### src/rtl/rgb_led_arbiter.sv
// Two-requester fixed-priority owner of the active-low RGB LED, with a minimum
// grant hold time and per-channel PWM whose duty is reloaded only at period start.
module rgb_led_arbiter #(
  parameter int PWM_BITS    = 8,
  parameter int HOLD_CYCLES = 1200000
) (
  input  logic                    clk,
  input  logic                    rst,
  input  logic [1:0]              req,
  input  logic [3*PWM_BITS-1:0]   colour0,
  input  logic [3*PWM_BITS-1:0]   colour1,
  output logic [1:0]              gnt,
  output logic                    led_r,
  output logic                    led_g,
  output logic                    led_b
);

  localparam int HW = $clog2(HOLD_CYCLES + 1);

  typedef enum logic [1:0] {
    S_IDLE = 2'd0,
    S_OWN0 = 2'd1,
    S_OWN1 = 2'd2
  } state_t;

  state_t                r_state;
  state_t                w_state_next;
  logic [1:0]            r_gnt;
  logic [HW-1:0]         r_hold;
  logic                  w_hold_done;
  logic [PWM_BITS-1:0]   r_pwm;
  logic                  w_wrap;
  logic [3*PWM_BITS-1:0] w_owner_colour;
  logic [PWM_BITS-1:0]   r_duty [3];
  logic [2:0]            r_led;

  assign w_hold_done = (r_hold == HW'(HOLD_CYCLES));
  assign w_wrap      = (r_pwm == {PWM_BITS{1'b1}});

  always_comb begin
    w_state_next = r_state;
    case (r_state)
      S_IDLE: begin
        if (req[0])      w_state_next = S_OWN0;
        else if (req[1]) w_state_next = S_OWN1;
      end
      S_OWN0: begin
        if (w_hold_done && !req[0])
          w_state_next = req[1] ? S_OWN1 : S_IDLE;
      end
      S_OWN1: begin
        // Low-priority owner is only pre-empted once its hold has elapsed.
        if (w_hold_done) begin
          if (req[0])       w_state_next = S_OWN0;
          else if (!req[1]) w_state_next = S_IDLE;
        end
      end
      default: w_state_next = S_IDLE;
    endcase
  end

  always_ff @(posedge clk or posedge rst) begin
    if (rst) begin
      r_state <= S_IDLE;
      r_gnt   <= 2'b00;
      r_hold  <= '0;
    end else begin
      r_state <= w_state_next;
      r_gnt   <= {w_state_next == S_OWN1, w_state_next == S_OWN0};
      if (w_state_next != r_state)
        r_hold <= '0;
      else if (r_state != S_IDLE && !w_hold_done)
        r_hold <= r_hold + HW'(1);
    end
  end

  always_ff @(posedge clk or posedge rst) begin
    if (rst) r_pwm <= '0;
    else     r_pwm <= r_pwm + PWM_BITS'(1);
  end

  always_comb begin
    w_owner_colour = '0;
    if (r_state == S_OWN0)      w_owner_colour = colour0;
    else if (r_state == S_OWN1) w_owner_colour = colour1;
  end

  // Channel gi: 0 = blue (LSBs), 1 = green, 2 = red (MSBs).
  genvar gi;
  generate
    for (gi = 0; gi < 3; gi++) begin : g_chan
      always_ff @(posedge clk or posedge rst) begin
        if (rst) begin
          r_duty[gi] <= '0;
          r_led[gi]  <= 1'b1;
        end else begin
          if (w_wrap)
            r_duty[gi] <= w_owner_colour[gi*PWM_BITS +: PWM_BITS];
          r_led[gi] <= ~(r_pwm < r_duty[gi]);
        end
      end
    end
  endgenerate

  assign gnt   = r_gnt;
  assign led_r = r_led[2];
  assign led_g = r_led[1];
  assign led_b = r_led[0];

endmodule
### config.mk
export PLATFORM = sky130hd
export DESIGN_NAME = rgb_led_arbiter
export DESIGN_NICKNAME = d
export VERILOG_FILES = /design/src/rtl/rgb_led_arbiter.sv
export SDC_FILE = /design/constraint.sdc
export NUM_CORES = 1
export LEC_CHECK = 0
export ABC_AREA = 1
export CAP_MARGIN = 0
export CORE_ASPECT_RATIO = 1.4
export CORE_MARGIN = 5
export CORE_UTILIZATION = 45
export DETAILED_ROUTE_END_ITERATION = 10
export PLACE_DENSITY = 0.8
export SYNTH_ARGS = -nofsm -noshare
export SYNTH_HDL_FRONTEND = slang
export SYNTH_SLANG_ARGS = --single-unit
### constraint.sdc
create_clock -name clk -period 3.4 [get_ports clk]
set_input_delay 1.02 -clock clk [delete_from_list [all_inputs] [get_ports clk]]
set_output_delay 1.02 -clock clk [all_outputs]
set_load 0.02 [all_outputs]
==> run_results.csv, run 1 <==
group,metric,value,unit
floorplan,die-height,115,µm
sta,finalWorstSetupSlack,0.906,ns
yosys,synth.avg_cell_area,8.44,µm²
critical_path,critPathBufInv,1,
final_layout,fin_cells,585,
yosys,synth_cells,419,
final_layout,nets,556,
critical_path,critPathArrivalTime,1.47,ns
yosys,synthFlopType,"dfrtp_1",
cts,clk_path_buf_depth,2,
cts,worst_skew_pair.late_latency,0.35,ns
critical_path,path_cells,"clkdlybuf4s50_1",
cts,cts.sinks,60,
cts,post_cts_resize_count,0,
route,drc_errors,0,
cts,clk_pin_slew,0.07,ns
yosys,synthDistinctLibCells,33,
placed_design,place_inst,569,
final_layout,areaGrowthSynthToFinish,24.2,%
grt,grt_max_degree,29,
sta,slew_headroom,62.4,%
grt,grt_pass1_wl,14000,µm
route,drt-vias-per-instance,5.34,
floorplan,rows,38,
cts,cts_made_buffers,9,
sta,worst_pin_slew,0.564,ns
critical_path,cp_max_fo,1,
placed_design,io_buffers,56,
sta,setup-violations-final,0,
critical_path,max_stage_delay,0.61,ns
placed_design,dp_hpwl,6440,µm
yosys,ys_warn_count,0,
grt,antenna_found_initial,0,
grt,grt-ovfl-total,0,
critical_path,startpoint_type,"flop",
critical_path,slowest_stage,"clkdlybuf4s50_1",
critical_path,critPathLaunch,"led_r",
critical_path,critPathRequiredTime,2.38,ns
power_and_ir_drop,vdd_drop_max,260,µV
critical_path,critPathKind,"flop to output port",
run_status,status,"complete, no violations",
power_and_ir_drop,power.density,381,nW/µm²
final_layout,antennaDiodeCount,0,
sta,max_freq,401,MHz
final_layout,layout_commonest_cell,"nand2_1",
sta,finalClockSkew,0.0119,ns
critical_path,critPathCaptureType,"output port",
sta,grt_setup_unrepaired,"false",
hold_path,hold_path_startpoint,"r_duty[0]",
placed_design,place_ws,0.951,ns
critical_path,cp_top_family,"buffers and inverters",
yosys,synthArstFlopShare,100,%
final_layout,drive_gt1_share,10.5,%
sta,fin_setup_tns,0,ns
yosys,ys_seq_area_share,42.6,%
route,wl_per_cell,14.2,µm
floorplan,start_util,45.9,%
cts,cts_tree,"yes",
floorplan,die_area,9750,µm²
sta,post-route-period-util,73.4,%
power_and_ir_drop,p_leak,2.00,nW
sta,period_minus_slack,2.49,ns
yosys,synth_edf_count,0,
yosys,syn_area,3530,µm²
floorplan,die_w,84.9,µm
cts,htreeDepth,3,
route,drt_wl_total,8300,µm
route,drtPass1Iterations,4,
route,vias,3125,
cts,cts_hold_buffers,0,
yosys,ys_ff_latch,60,
grt,first_global_vias,3209,
cts,cts_setup_buffers,0,
hold_path,hp-class,"flop to flop",
placed_design,gp_congestion,0.893,
yosys,syn-num-nets,495,
grt,grt.total_usage,17.8,%
sta,final_max_slew_viol_count,0,
route,drt_iter0_markers,197,
floorplan,ioPinCount,57,
final_layout,final_cell_mix,"nand2_1, inv_1, dfrtp_1",
route,ant_nets,0,
final_layout,fin_util,57.0,%
cts,clockRootBuffer,"clkbuf_8",
sta,hold_viol,0,
critical_path,r2r-start,"r_hold[0]",
floorplan,core,7700,µm²
job,maxCapViolCount,0,
final cells by class:
class,count,area (µm²)
Clock inverter,6,47.5
Clock buffer,10,138
Inverter,64,240
Timing Repair Buffer,62,606
Sequential cell,60,1510
Fill cell,706,3310
Tap cell,100,125
Multi-Input combinational cell,283,1730
layer usage:
metal  wire length, µm  share of wire [%]  vias to the layer above  GRT usage (%)
met5                 0                  0                        -              0
met1              3090                 37                     1485           18.9
met3               495                6.0                       20           4.23
met4               143                1.7                        0           5.49
li1                  -                  -                     1521              -
met2              4570                 55                       99           34.3
flip-flops by register name (all words and copies together), names as in the netlist:
| signal | cells |
|---|---|
| gnt | 2 |
| led_b | 1 |
| led_g | 1 |
| led_r | 1 |
| r_duty | 24 |
| r_hold | 21 |
| r_pwm | 8 |
| r_state | 2 |
report_power, final:
part / switching [mW] / internal, mW
registers: 0.0520 / 0.756
logic: 0.128 / 0.131
clock network: 0.315 / 0.289
final timing paths:
kind / to / slack (ns) / cells past startpoint
max: led_r / 0.91 / 1
min: r_duty[0] / 0.48 / 1
max reg2reg: r_hold[18] / 1.19 / 12
min reg2reg: r_duty[0] / 0.48 / 1
max in group asynchronous: r_hold[11] / 1.67 / 3
min in group asynchronous: r_duty[11] / 1.05 / 2
stage by stage:
| step | total power [mW] | cell area (µm²) | hold slack [ns] |
|---|---|---|---|
| 2_1_floorplan | 0.971 | 3530 | 0.444 |
| 3_3_place_gp | 1.07 | 4200 | 0.458 |
| 3_5_place_dp | 1.08 | 4200 | 0.462 |
| 4_1_cts | 1.69 | 4390 | 0.479 |
| 5_1_grt | 1.77 | 4390 | 0.502 |
| 6_report | 1.67 | 4390 | 0.476 |
synth_stat cells, types with 5 or more instances:
cell	n	area, µm²
nor2_1	38	143
a21oi_1	35	175
nand2_2	5	31.3
a221oi_1	21	184
nand4_1	13	81.3
clkbuf_1	9	33.8
xor2_1	13	114
o211ai_1	6	45.0
nand3_1	13	65.1
ha_1	24	300
nor2_2	9	56.3
nand2_1	69	259
inv_1	61	229
o21ai_0	5	25.0
nor3_1	8	40.0
dfrtp_1	57	1430
logic make-up (layout without fill, tap and decap cells):
| group | after synthesis | in the layout | synth area share, % |
|---|---|---|---|
| compound gates | 77 | 77 | 14.2 |
| xor+xnor | 14 | 14 | 3.47 |
| fa+ha+maj | 24 | 24 | 8.50 |
| buf+inv | 76 | 142 | 8.53 |
| flops | 60 | 60 | 42.6 |
| simple gates | 168 | 168 | 22.7 |
(Power assumes the default switching activity.)
==> run 2, diff against run 1 <==
--- a/config.mk
+++ b/config.mk
@@ -11,7 +11,7 @@
 export CORE_MARGIN = 5
 export CORE_UTILIZATION = 45
 export DETAILED_ROUTE_END_ITERATION = 10
-export PLACE_DENSITY = 0.8
+export PLACE_DENSITY = 0.83
 export SYNTH_ARGS = -nofsm -noshare
 export SYNTH_HDL_FRONTEND = slang
 export SYNTH_SLANG_ARGS = --single-unit
==> constraint.sdc (replaced) <==
create_clock -name clk -period 2.2 [get_ports clk]
set_input_delay 0.66 -clock clk [delete_from_list [all_inputs] [get_ports clk]]
set_output_delay 0.66 -clock clk [all_outputs]
set_load 0.02 [all_outputs]
==> run_results.csv, run 2 (synthesis results as in run 1) <==
group,metric,value,unit
run_status,status,"complete, no violations",
sta,setup-violations-final,0,
final_layout,layout_commonest_cell,"nand2_1",
cts,clockRootBuffer,"clkbuf_8",
grt,grt_max_degree,37,
floorplan,die-height,115,µm
hold_path,hp-class,"flop to flop",
placed_design,place_inst,575,
grt,grt_pass1_wl,14300,µm
cts,htreeDepth,3,
cts,cts_tree,"yes",
cts,worst_skew_pair.late_latency,0.34,ns
floorplan,ioPinCount,57,
sta,slew_headroom,60.9,%
sta,post-route-period-util,97.9,%
placed_design,place_ws,0.116,ns
final_layout,largestRegisters,"r_duty x24, r_hold x21, r_pwm x8",
critical_path,cp_max_fo,1,
floorplan,die_w,84.9,µm
floorplan,rows,38,
sta,finalWorstSetupSlack,0.0456,ns
cts,cts.sinks,60,
floorplan,start_util,45.9,%
sta,hold_ws,0.477,ns
sta,max_freq,464,MHz
placed_design,placed_area,4260,µm²
final_layout,fin_util,58.9,%
critical_path,cp_top_family,"buffers and inverters",
floorplan,die_area,9750,µm²
placed_design,io_buffers,56,
placed_design,dp_hpwl,6670,µm
critical_path,critPathKind,"flop to output port",
power_and_ir_drop,vdd_drop_max,473,µV
critical_path,critPathArrivalTime,1.49,ns
final_layout,final_cell_mix,"nand2_1, inv_1, dfrtp_1",
cts,clk_path_buf_depth,2,
cts,post_cts_resize_count,0,
final_layout,largest_register_ffs,24,
route,wl_per_cell,14.6,µm
grt,grt-ovfl-total,0,
critical_path,critPathCaptureType,"output port",
sta,final_max_slew_viol_count,0,
cts,cts_made_buffers,9,
sta,hold_viol,0,
critical_path,path_cells,"clkdlybuf4s50_1",
final_layout,finalInstanceArea,4530,µm²
cts,clk_pin_slew,0.07,ns
critical_path,critPathRequiredTime,1.54,ns
sta,worst_pin_slew,0.581,ns
route,drt-vias-per-instance,5.23,
route,drt_wl_total,8640,µm
critical_path,critPathBufInv,1,
critical_path,startpoint_type,"flop",
route,drc_errors,0,
grt,antenna_found_initial,0,
grt,first_global_vias,3234,
sta,grt_setup_unrepaired,"false",
final_layout,areaGrowthSynthToFinish,28.2,%
critical_path,max_stage_delay,0.61,ns
job,maxCapViolCount,0,
grt,grt.total_usage,18.5,%
power_and_ir_drop,p_leak,2.09,nW
final_layout,drive_gt1_share,11.8,%
route,drt_iter0_markers,190,
route,drtPass1Iterations,5,
critical_path,slowest_stage,"clkdlybuf4s50_1",
final_layout,nets,562,
power_and_ir_drop,power,3.00,mW
floorplan,core,7700,µm²
cts,cts_hold_buffers,0,
final_layout,antennaDiodeCount,0,
final_layout,fin_cells,591,
sta,finalClockSkew,0.00895,ns
sta,fin_setup_tns,0,ns
power_and_ir_drop,power.density,661,nW/µm²
cts,cts_setup_buffers,0,
placed_design,gp_congestion,0.953,
final_layout,regMostFlops,"r_duty",
route,vias,3091,
sta,period_minus_slack,2.15,ns
route,ant_nets,0,
[run 2: changes by cell type in the layout (fill, tap and decap cells not counted), sizes merged]
cell | previous run | this run
buf | 6 | 12
clkinvlp | 4 | 0
bufinv | 0 | 3
clkbuf | 10 | 13
inv | 65 | 63
[run 2: worst reg2reg max path: stages (launching register included)]
cell	delay [ns]
dfrtp_1	0.41
inv_1	0.09
ha_1	0.19
nand2_1	0.08
inv_1	0.06
nand2_1	0.04
nor2_1	0.11
nand3_2	0.12
o21ai_1	0.17
nand2_2	0.10
nand2_2	0.09
nand2_4	0.08
nand2_4	0.26
nor2_1	0.10
[run 2: report_power, final]
group	switching, mW	leakage, nW	internal, mW
sequential	0.0784	0.790	1.17
clock	0.449	0.136	0.877
combinational	0.210	1.16	0.212
[run 2: path summary, 6_finish.rpt]
path	start	endpoint	slack, ns	cells after the start
setup / recovery	led_b	led_b	0.05	1
hold / removal	r_duty[8]	r_duty[8]	0.48	1
setup reg to reg	r_hold[0]	r_hold[20]	0.21	13
hold reg to reg	r_duty[8]	r_duty[8]	0.48	1
max in group asynchronous	rst	led_g	0.92	3
min in group asynchronous	rst	r_pwm[0]	0.68	2
[run 2: area by class of cell]
type	instances	area [µm²]
Tap cell	100	125
Clock inverter	3	90.1
Fill cell	673	3170
Multi-Input combinational cell	283	1730
Sequential cell	60	1510
Clock buffer	13	179
Inverter	64	240
Timing Repair Buffer	68	663
[run 2: layer usage]
metal	GRT usage, %	share of wire (%)	vias to the layer above
met5	0	0	-
met4	7.50	2.2	0
met3	3.87	4.0	16
met2	35.2	54	79
met1	19.7	40	1468
li1	-	-	1528
